File: config.mk
export PLATFORM = sky130hd
export DESIGN_NAME = jtframe_prog_packer
export DESIGN_NICKNAME = d
export VERILOG_FILES = /design/src/rtl/jtframe_prog_pkg.sv /design/src/rtl/jtframe_prog_fifo.sv /design/src/rtl/jtframe_prog_packer.sv
export SDC_FILE = /design/constraint.sdc
export NUM_CORES = 1
export LEC_CHECK = 0
export CAP_MARGIN = 0
export CORE_MARGIN = 2
export CORE_UTILIZATION = 56
export DETAILED_ROUTE_END_ITERATION = 6
export GPL_TIMING_DRIVEN = 1
export PLACE_DENSITY = 0.77
export SYNTH_ARGS = -nofsm -noshare
export SYNTH_HDL_FRONTEND = slang
export SYNTH_HIERARCHICAL = 1
export SYNTH_SLANG_ARGS = --single-unit
File: constraint.sdc
create_clock -name clk -period 8.74 [get_ports clk]
set_clock_uncertainty 0.2 [all_clocks]
set_input_delay 2.185 -clock clk [delete_from_list [all_inputs] [get_ports clk]]
set_output_delay 2.185 -clock clk [all_outputs]
set_load 0.02 [all_outputs]
File: src/rtl/jtframe_prog_pkg.sv
// Types and helpers shared by the ROM-download packer and its write FIFO.
// The SDRAM programming entry stores the word address at its widest supported width.
package jtframe_prog_pkg;

  localparam int PROG_AW = 23;

  typedef struct packed {
    logic [1:0]         ba;
    logic [PROG_AW-1:0] addr;
    logic [15:0]        data;
    logic [1:0]         mask;
  } prog_entry_t;

  typedef enum logic {IDLE, WAIT} prog_state_t;

  function automatic logic [1:0] addr_to_bank(
    input logic [24:0] addr,
    input logic [24:0] ba1_start,
    input logic [24:0] ba2_start,
    input logic [24:0] ba3_start
  );
    if (addr >= ba3_start)      return 2'd3;
    else if (addr >= ba2_start) return 2'd2;
    else if (addr >= ba1_start) return 2'd1;
    else                        return 2'd0;
  endfunction

endpackage

File: src/rtl/jtframe_prog_fifo.sv
// Small synchronous FIFO of SDRAM write entries.
// The head is read combinationally so the consumer can load it on the popping edge.
module jtframe_prog_fifo
  import jtframe_prog_pkg::*;
#(
  parameter int AW = 2
)(
  input  logic        i_clk,
  input  logic        i_rst,
  input  logic        i_push,
  input  prog_entry_t i_din,
  input  logic        i_pop,
  output prog_entry_t o_dout,
  output logic        o_full,
  output logic        o_empty
);

  localparam int DEPTH = 1 << AW;

  prog_entry_t    r_mem [DEPTH];
  logic [AW-1:0]  r_wr_ptr;
  logic [AW-1:0]  r_rd_ptr;
  logic [AW:0]    r_count;
  logic           w_pop;
  logic           w_push;

  assign o_empty = (r_count == '0);
  assign o_full  = (r_count == (AW+1)'(DEPTH));
  assign o_dout  = r_mem[r_rd_ptr];
  assign w_pop   = i_pop & ~o_empty;
  // A pop frees the head slot on this edge, so a full FIFO can still accept.
  assign w_push  = i_push & (~o_full | w_pop);

  always_ff @(posedge i_clk) begin
    if (w_push) r_mem[r_wr_ptr] <= i_din;
  end

  always_ff @(posedge i_clk) begin
    if (i_rst) begin
      r_wr_ptr <= '0;
      r_rd_ptr <= '0;
      r_count  <= '0;
    end else begin
      if (w_push) r_wr_ptr <= r_wr_ptr + 1'b1;
      if (w_pop)  r_rd_ptr <= r_rd_ptr + 1'b1;
      r_count <= r_count + (AW+1)'(w_push) - (AW+1)'(w_pop);
    end
  end

endmodule

File: src/rtl/jtframe_prog_packer.sv
// Packs the ROM-download byte stream into 16-bit SDRAM writes, buffers them
// and issues them over the prog_we/prog_rdy handshake.
module jtframe_prog_packer
  import jtframe_prog_pkg::*;
#(
  parameter int          SDRAMW    = 23,
  parameter logic [24:0] BA1_START = 25'h10_0000,
  parameter logic [24:0] BA2_START = 25'h18_0000,
  parameter logic [24:0] BA3_START = 25'h1C_0000,
  parameter bit          SWAB      = 1'b0,
  parameter int          FIFO_AW   = 2
)(
  input  logic              clk,
  input  logic              rst,
  input  logic              downloading,
  input  logic [24:0]       ioctl_addr,
  input  logic [7:0]        ioctl_dout,
  input  logic              ioctl_wr,
  output logic [SDRAMW-1:0] prog_addr,
  output logic [15:0]       prog_data,
  output logic [1:0]        prog_mask,
  output logic [1:0]        prog_ba,
  output logic              prog_we,
  output logic              prog_rd,
  input  logic              prog_rdy,
  output logic              dwnld_busy,
  output logic              overflow
);

  logic [1:0]        w_ba;
  logic [24:0]       w_start;
  logic [24:0]       w_off;
  logic [SDRAMW-1:0] w_word;

  assign w_ba = addr_to_bank(ioctl_addr, BA1_START, BA2_START, BA3_START);

  always_comb begin
    w_start = '0;
    case (w_ba)
      2'd1:    w_start = BA1_START;
      2'd2:    w_start = BA2_START;
      2'd3:    w_start = BA3_START;
      default: w_start = '0;
    endcase
  end

  assign w_off  = ioctl_addr - w_start;
  assign w_word = SDRAMW'(w_off >> 1);

  logic              r_pend_valid;
  logic [24:0]       r_pend_addr;
  logic [1:0]        r_pend_ba;
  logic [SDRAMW-1:0] r_pend_word;
  logic [7:0]        r_pend_byte;
  logic              w_merge;
  logic              w_flush;
  logic              w_push;
  prog_entry_t       w_entry;

  assign w_merge = ioctl_wr & r_pend_valid & ~r_pend_addr[0] &
                   (ioctl_addr == r_pend_addr + 25'd1) & (w_ba == r_pend_ba);
  assign w_flush = ~ioctl_wr & ~downloading & r_pend_valid;
  assign w_push  = ioctl_wr ? r_pend_valid : w_flush;

  always_comb begin
    w_entry.ba   = r_pend_ba;
    w_entry.addr = PROG_AW'(r_pend_word);
    if (w_merge) begin
      w_entry.data = SWAB ? {r_pend_byte, ioctl_dout} : {ioctl_dout, r_pend_byte};
      w_entry.mask = 2'b00;
    end else begin
      // Lone byte: replicate on both lanes and enable only its own lane.
      w_entry.data = {r_pend_byte, r_pend_byte};
      w_entry.mask = (r_pend_addr[0] ^ SWAB) ? 2'b01 : 2'b10;
    end
  end

  always_ff @(posedge clk) begin
    if (rst) begin
      r_pend_valid <= 1'b0;
    end else if (ioctl_wr) begin
      r_pend_valid <= ~w_merge;
      r_pend_addr  <= ioctl_addr;
      r_pend_ba    <= w_ba;
      r_pend_word  <= w_word;
      r_pend_byte  <= ioctl_dout;
    end else if (w_flush) begin
      r_pend_valid <= 1'b0;
    end
  end

  prog_entry_t w_fifo_dout;
  logic        w_full;
  logic        w_empty;
  logic        w_pop;

  jtframe_prog_fifo #(.AW(FIFO_AW)) u_fifo (
    .i_clk   (clk),
    .i_rst   (rst),
    .i_push  (w_push),
    .i_din   (w_entry),
    .i_pop   (w_pop),
    .o_dout  (w_fifo_dout),
    .o_full  (w_full),
    .o_empty (w_empty)
  );

  prog_state_t r_state;
  prog_state_t w_state_next;
  prog_entry_t r_out;
  logic        r_we;
  logic        r_overflow;

  always_comb begin
    w_state_next = r_state;
    w_pop        = 1'b0;
    case (r_state)
      IDLE: if (!w_empty) begin
        w_pop        = 1'b1;
        w_state_next = WAIT;
      end
      WAIT: if (prog_rdy) w_state_next = IDLE;
    endcase
  end

  always_ff @(posedge clk) begin
    if (rst) begin
      r_state    <= IDLE;
      r_out      <= '{ba: 2'd0, addr: '0, data: 16'd0, mask: 2'b11};
      r_we       <= 1'b0;
      r_overflow <= 1'b0;
    end else begin
      r_state <= w_state_next;
      if (w_pop) begin
        r_out <= w_fifo_dout;
        r_we  <= 1'b1;
      end else if (r_state == WAIT && prog_rdy) begin
        r_we <= 1'b0;
      end
      if (w_push && w_full && !w_pop) r_overflow <= 1'b1;
    end
  end

  assign prog_addr  = SDRAMW'(r_out.addr);
  assign prog_data  = r_out.data;
  assign prog_mask  = r_out.mask;
  assign prog_ba    = r_out.ba;
  assign prog_we    = r_we;
  assign prog_rd    = 1'b0;
  assign overflow   = r_overflow;
  assign dwnld_busy = downloading | r_pend_valid | ~w_empty | r_we;

endmodule

-- Yosys cells after proc, flatten, opt, wreduce, memory -nomap -nowiden
Memories as Yosys holds them, arrays and structs flattened. A register that Yosys moved wholly into a read port is not among the register bits.
Cells that the tools add are included.
- bits in registers: 69
- memory bits (writable): 172
- memories: 1
- memory list (name ; depth ; width ; read ports ; clocked after memory_dff ; wr ports ; line ; RTL):
    u_fifo.r_mem ; 4 ; 43 ; 1 ; 1 ; 1 ; jtframe_prog_fifo.sv:20 ; prog_entry_t r_mem [DEPTH];
- $add $sub $neg: 6
- $lt $le $gt $ge: 3
- eq/ne operators: 6
- mux-type cells: 17
- bitwise logic cells: 20
- reductions and logical operators: 8
- operators by type and width (kind ; count):
    $ge A25 B21 Y1 const B ; 3
    $pmux W21 S3 ; 1
    $add A25 B1 Y25 const B ; 1
    $eq A25 B25 Y1 ; 1
    $sub A24 B24 Y24 ; 1
    $mux W18 ; 1
    $mux W1 ; 11
    $and A1 B1 Y1 ; 8
    $not A1 Y1 ; 8
    $mux W2 ; 3
    $add A2 B1 Y2 const B ; 2
    $eq A2 B2 Y1 const B ; 2
    $or A1 B1 Y1 ; 4
    $reduce_bool A2 Y1 ; 2
    $add A3 B1 Y3 ; 1
    $eq A3 B3 Y1 const B ; 1
    $logic_and A1 B1 Y1 ; 3
    $logic_not A3 Y1 ; 1
    $sub A3 B1 Y3 ; 1
    $eq A2 B1 Y1 const B ; 1
    $eq A2 B2 Y1 ; 1
    $pmux W1 S2 ; 1
    $reduce_and A2 Y1 ; 1
    $logic_not A1 Y1 ; 1

-- Longest topological paths before layout
- depth after elaboration: 8
- depth in mapped cells: 14
- depth with buffers taken out: 12

-- By module
Netlist, hierarchy kept.
- modules (own cells, without submodules) (module ; times used ; cells an instance ; area an instance (um^2)):
    jtframe_prog_fifo ; 1 ; 276 ; 6739.0
    jtframe_prog_packer ; 1 ; 417 ; 4078.9

-- Least setup slack after synthesis
Ideal clock, no wire load.
- kind: input port to output port
- from: input port downloading
- to: output port dwnld_busy
- arrival time: 2.881 ns
- required time: 6.355 ns
- path slack: 3.474 ns
- stages on the path: 1
- cell sequence: or4b_2
- word-level cells in the longest chain between the ends: 3
- ends and longest elaborated chain (what ; line ; RTL):
    start: declaration ; jtframe_prog_packer.sv:15 ; input logic downloading,
    $or A1 B1 Y1 (3 in a row) ; jtframe_prog_packer.sv:151 ; assign dwnld_busy = downloading | r_pend_valid | ~w_empty | r_we;
    end: declaration ; jtframe_prog_packer.sv:26 ; output logic dwnld_busy,
No other way between the ends.

-- Final worst setup path
Same ends and word-level chain as after synthesis.

==> results.md <==
* Final core occ at 67.4%
* CTS tree: yes
* Average vias per placed instance at 5.78
* Core Rows at 50
* Setup bufs post-CTS at 0
* Sinks on Clock Net at 269
* Commonest register cell after synthesis: sky130_fd_sc_hd__edfxtp_1
* Clock root cell: sky130_fd_sc_hd__clkbuf_16
* Class of the most critical setup path: input pin to primary output
* Via count at 6154
* Cell area reported after detailed placement at 0.0119 mm²
* Period utilisation layout at 70.8%
* Per-cell routed wire length at 19.8 µm
* Clock transition time at the flip-flop clock pins of the worst setup and hold paths at 0.06 ns
* Count of antenna-violating nets left after detailed routing at 0
* Crit Reg-Reg Endpoint: u_fifo/r_count[2]$_SDFF_PP0_
* CTS HTree Levels at 1
* Global placement routability congestion at 0.850
* Total Negative Setup Slacks at 0 ns
* Ports placed on the boundary at 85
* Max FO, Critical Path at 3
* Worst reg2reg path depth at 12
* # hold bufs at CTS at 0
* Detailed-route DRC error count at 0
* Port buffer count at 83
* Leakage Power at 4.15 nW
* Maximum number of pins on one net before global-route repair at 59
* Pwr Density at about 280 mW/mm²
* Clock period minus final worst setup slack at 6.19 ns
* Layout Area Growth over Synthesis at 17.4%
* Wire length after detailed routing at 21100 µm
* Share of synthesized flip-flops with an asynchronous set or reset at 0%
* Place WS at approximately 2.6 ns
* Cells resized by post-CTS repair at 0
* Die Height at ~140 µm
* Hold crit path type: register to register
* Net count of the mapped netlist at 743
* Number of synthesized flops with an enable pin at 213
* Number of fillers in the final layout at 1275
* Width of the chip at between 100 and 150 µm
* Number of antenna violations at the first check in global routing at 0
* Yosys cell types at 61
* Worst Hold Path EP: prog_data[8]$_SDFFE_PP0P_
* Length of the first detailed-routing pass in iterations at 5
* Setup repair after global routing missed its margin: false
* Cell area after layout at around 0.013 mm²
* Number of inserted diodes at 0
* Die Area at 0.0204 mm²
* Minimum setup slack among reg-to-reg paths at 4.38 ns
* Worst flop-to-flop path startpoint: u_fifo/r_count[1]$_SDFF_PP0_
* Worst endpoint required time at 6.36 ns
* Total count of hold-check failures in the final report at 0
* Final count of negative-setup-slack endpoints at 0
* Launch instance of the worst min-delay path: prog_data[8]$_SDFFE_PP0P_
* Via count of the first global-routing pass at 6267
* Max Slew Vio Count at 0
* Half-perimeter wire length of the detailed placement result at 12500 µm
* Effective utilization at floorplan at 57.4%
* Area of the mapped netlist at 0.0108 mm²
* Data arrival, critical path at 3.80 ns
* Fmax at 0.162 GHz
* Share of post-route cells with drive strength above 1 at 15.2%
* Cells after synthesis at 693
* Share of the yosys chip area belonging to registers at 69.5%
* Count of state elements after synthesis at 269
* Result of the run: finished clean
* Clk buf depth at 3
* Floorplan core area at roughly 0.019 mm²
* Number of nets at the end of the flow at 835
* Final critical-path setup slack at 2.55 ns
* Clock insertion delay at the later pin of the skew report at 0.52 ns
* Worst Max-Slew Pin Slew at 0.971 ns
* Type of element capturing the critical path: primary output
* Synth Warn # at 6
* Grt ovf at 0
* CP Launch Type: input pin
* Cell count of the worst hold path at 2
* Max-slew headroom at 35.2%
* Max-cap violation count at 0
* Number of design-rule violations left by the first detailed-router iteration at 433
* Worst-case vdd ir drop at 0.158 mV
* Inserted Clock Buffers at 27
* Global-route wire length before repair at 33300 µm
* Mapped Avg Cell Area at approximately 16 µm²
* Global-route usage over all layers at 21.2%
[registers in the layout, summed over array words and instances (netlist names), 2 cells and up, named ones only]
name	cells
prog_addr	23
prog_ba	2
prog_data	16
prog_mask	2
r_pend_addr	25
r_pend_ba	2
r_pend_byte	8
r_pend_word	6
u_fifo/r_count	3
u_fifo/r_mem	172
u_fifo/r_rd_ptr	2
u_fifo/r_wr_ptr	2
[worst max-delay path, stage by stage]
cell	delay [ns]
sky130_fd_sc_hd__clkdlybuf4s50_1	0.44
sky130_fd_sc_hd__or4b_2	0.62
sky130_fd_sc_hd__clkdlybuf4s50_1	0.56
[cell families after synthesis]
logic type | count (synthesis) | share of synthesized area (%)
DFF | 269 | 69.5
muxes | 54 | 10.1
buffers and inverters | 47 | 2.38
xor gates and xnor gates | 40 | 3.24
and+or+nand+nor | 190 | 9.01
other | 1 | 0.0347
AOI/OAI and AO/OA | 80 | 4.21
adders and majority gates | 12 | 1.53
[cell usage after synthesis (all sizes together) (4+ instances only)]
cell type    n  share of area, %
nor2b        6              0.35
clkbuf      18              0.62
and3         4              0.23
and2         4              0.28
a31oi        5              0.29
nand4        8              0.72
o21ai       10              0.46
edfxtp     213                59
a21oi       50               2.3
xor2        12              0.97
buf         10               1.1
dfxtp       56                10
nand3        6              0.44
nor4         6              0.74
nor2        20              0.69
xnor2       28               2.3
inv         19              0.66
nor3b        4              0.32
nand2      105               3.6
ha          10               1.2
mux2         9              0.97
nor3        13              0.65
mux4        43               9.0
[worst max-delay path by stage]
stage	start	to	slack (ns)	depth (start not counted)
final	downloading	dwnld_busy	2.55	3
after global routing	downloading	dwnld_busy	2.53	3
after CTS	downloading	dwnld_busy	2.56	3
after detailed placement	downloading	dwnld_busy	2.57	3
after global placement	downloading	dwnld_busy	2.57	3
after floorplan	downloading	dwnld_busy	3.47	1
[metrics by stage]
stage | std cells | hold WS [ns] | total power [mW]
6_report | 1065 | 0.253 | 3.57
5_1_grt | 1065 | 0.275 | 3.73
4_1_cts | 1065 | 0.256 | 3.60
3_5_place_dp | 1016 | 0.248 | 2.50
3_3_place_gp | 1016 | 0.242 | 2.48
2_1_floorplan | 693 | 0.259 | 2.23
[power by group]
| group | leakage, nW | internal, mW | switching [mW] |
|---|---|---|---|
| Combinational | 1.34 | 0.390 | 0.466 |
| Sequential | 2.41 | 1.53 | 0.0844 |
| Clock | 0.406 | 0.639 | 0.460 |
[final cells by class]
cell class	instances	area (µm²)	share of cell area, %
Timing Repair Buffer	91	886	6.98
Multi-Input combinational cell	377	3050	24.0
Clock inverter	12	123	0.966
Inverter	19	71.3	0.562
Clock buffer	37	723	5.70
Tap cell	260	325	2.56
Sequential cell	269	7520	59.2
[placed cells by master (no fill, tap or decap), drive strengths merged, types with 2 or more instances in the layout]
cell / netlist / final
clkinv: 0 / 8
clkbuf: 18 / 37
clkdlybuf4s50: 0 / 82
edfxtp: 213 / 213
mux4: 43 / 43
nor2b: 6 / 6
nor2: 20 / 20
o31ai: 2 / 2
or3: 3 / 3
nand2b: 3 / 3
inv: 19 / 19
a21oi: 50 / 50
xor2: 12 / 12
o21ai: 10 / 10
nand2: 105 / 105
bufinv: 0 / 2
fa: 2 / 2
and3: 4 / 4
nand3b: 2 / 2
and2: 4 / 4
a31oi: 5 / 5
nor3: 13 / 13
ha: 10 / 10
nor4: 6 / 6
buf: 10 / 9
clkinvlp: 0 / 2
nand3: 6 / 6
dfxtp: 56 / 56
o211ai: 2 / 2
mux2: 9 / 9
or4: 2 / 2
nor3b: 4 / 4
xnor2: 28 / 28
mux2i: 2 / 2
nand4: 8 / 8
a21boi: 2 / 2
[layer usage]
layer	share of wire [%]	wire, µm	track usage (%)
met3	5.8	1230	2.95
met1	41	8610	28.3
met4	1.7	350	5.37
met2	52	10900	37.1
met5	0	0	0
Note: power is estimated with default switching activity, not from simulation.
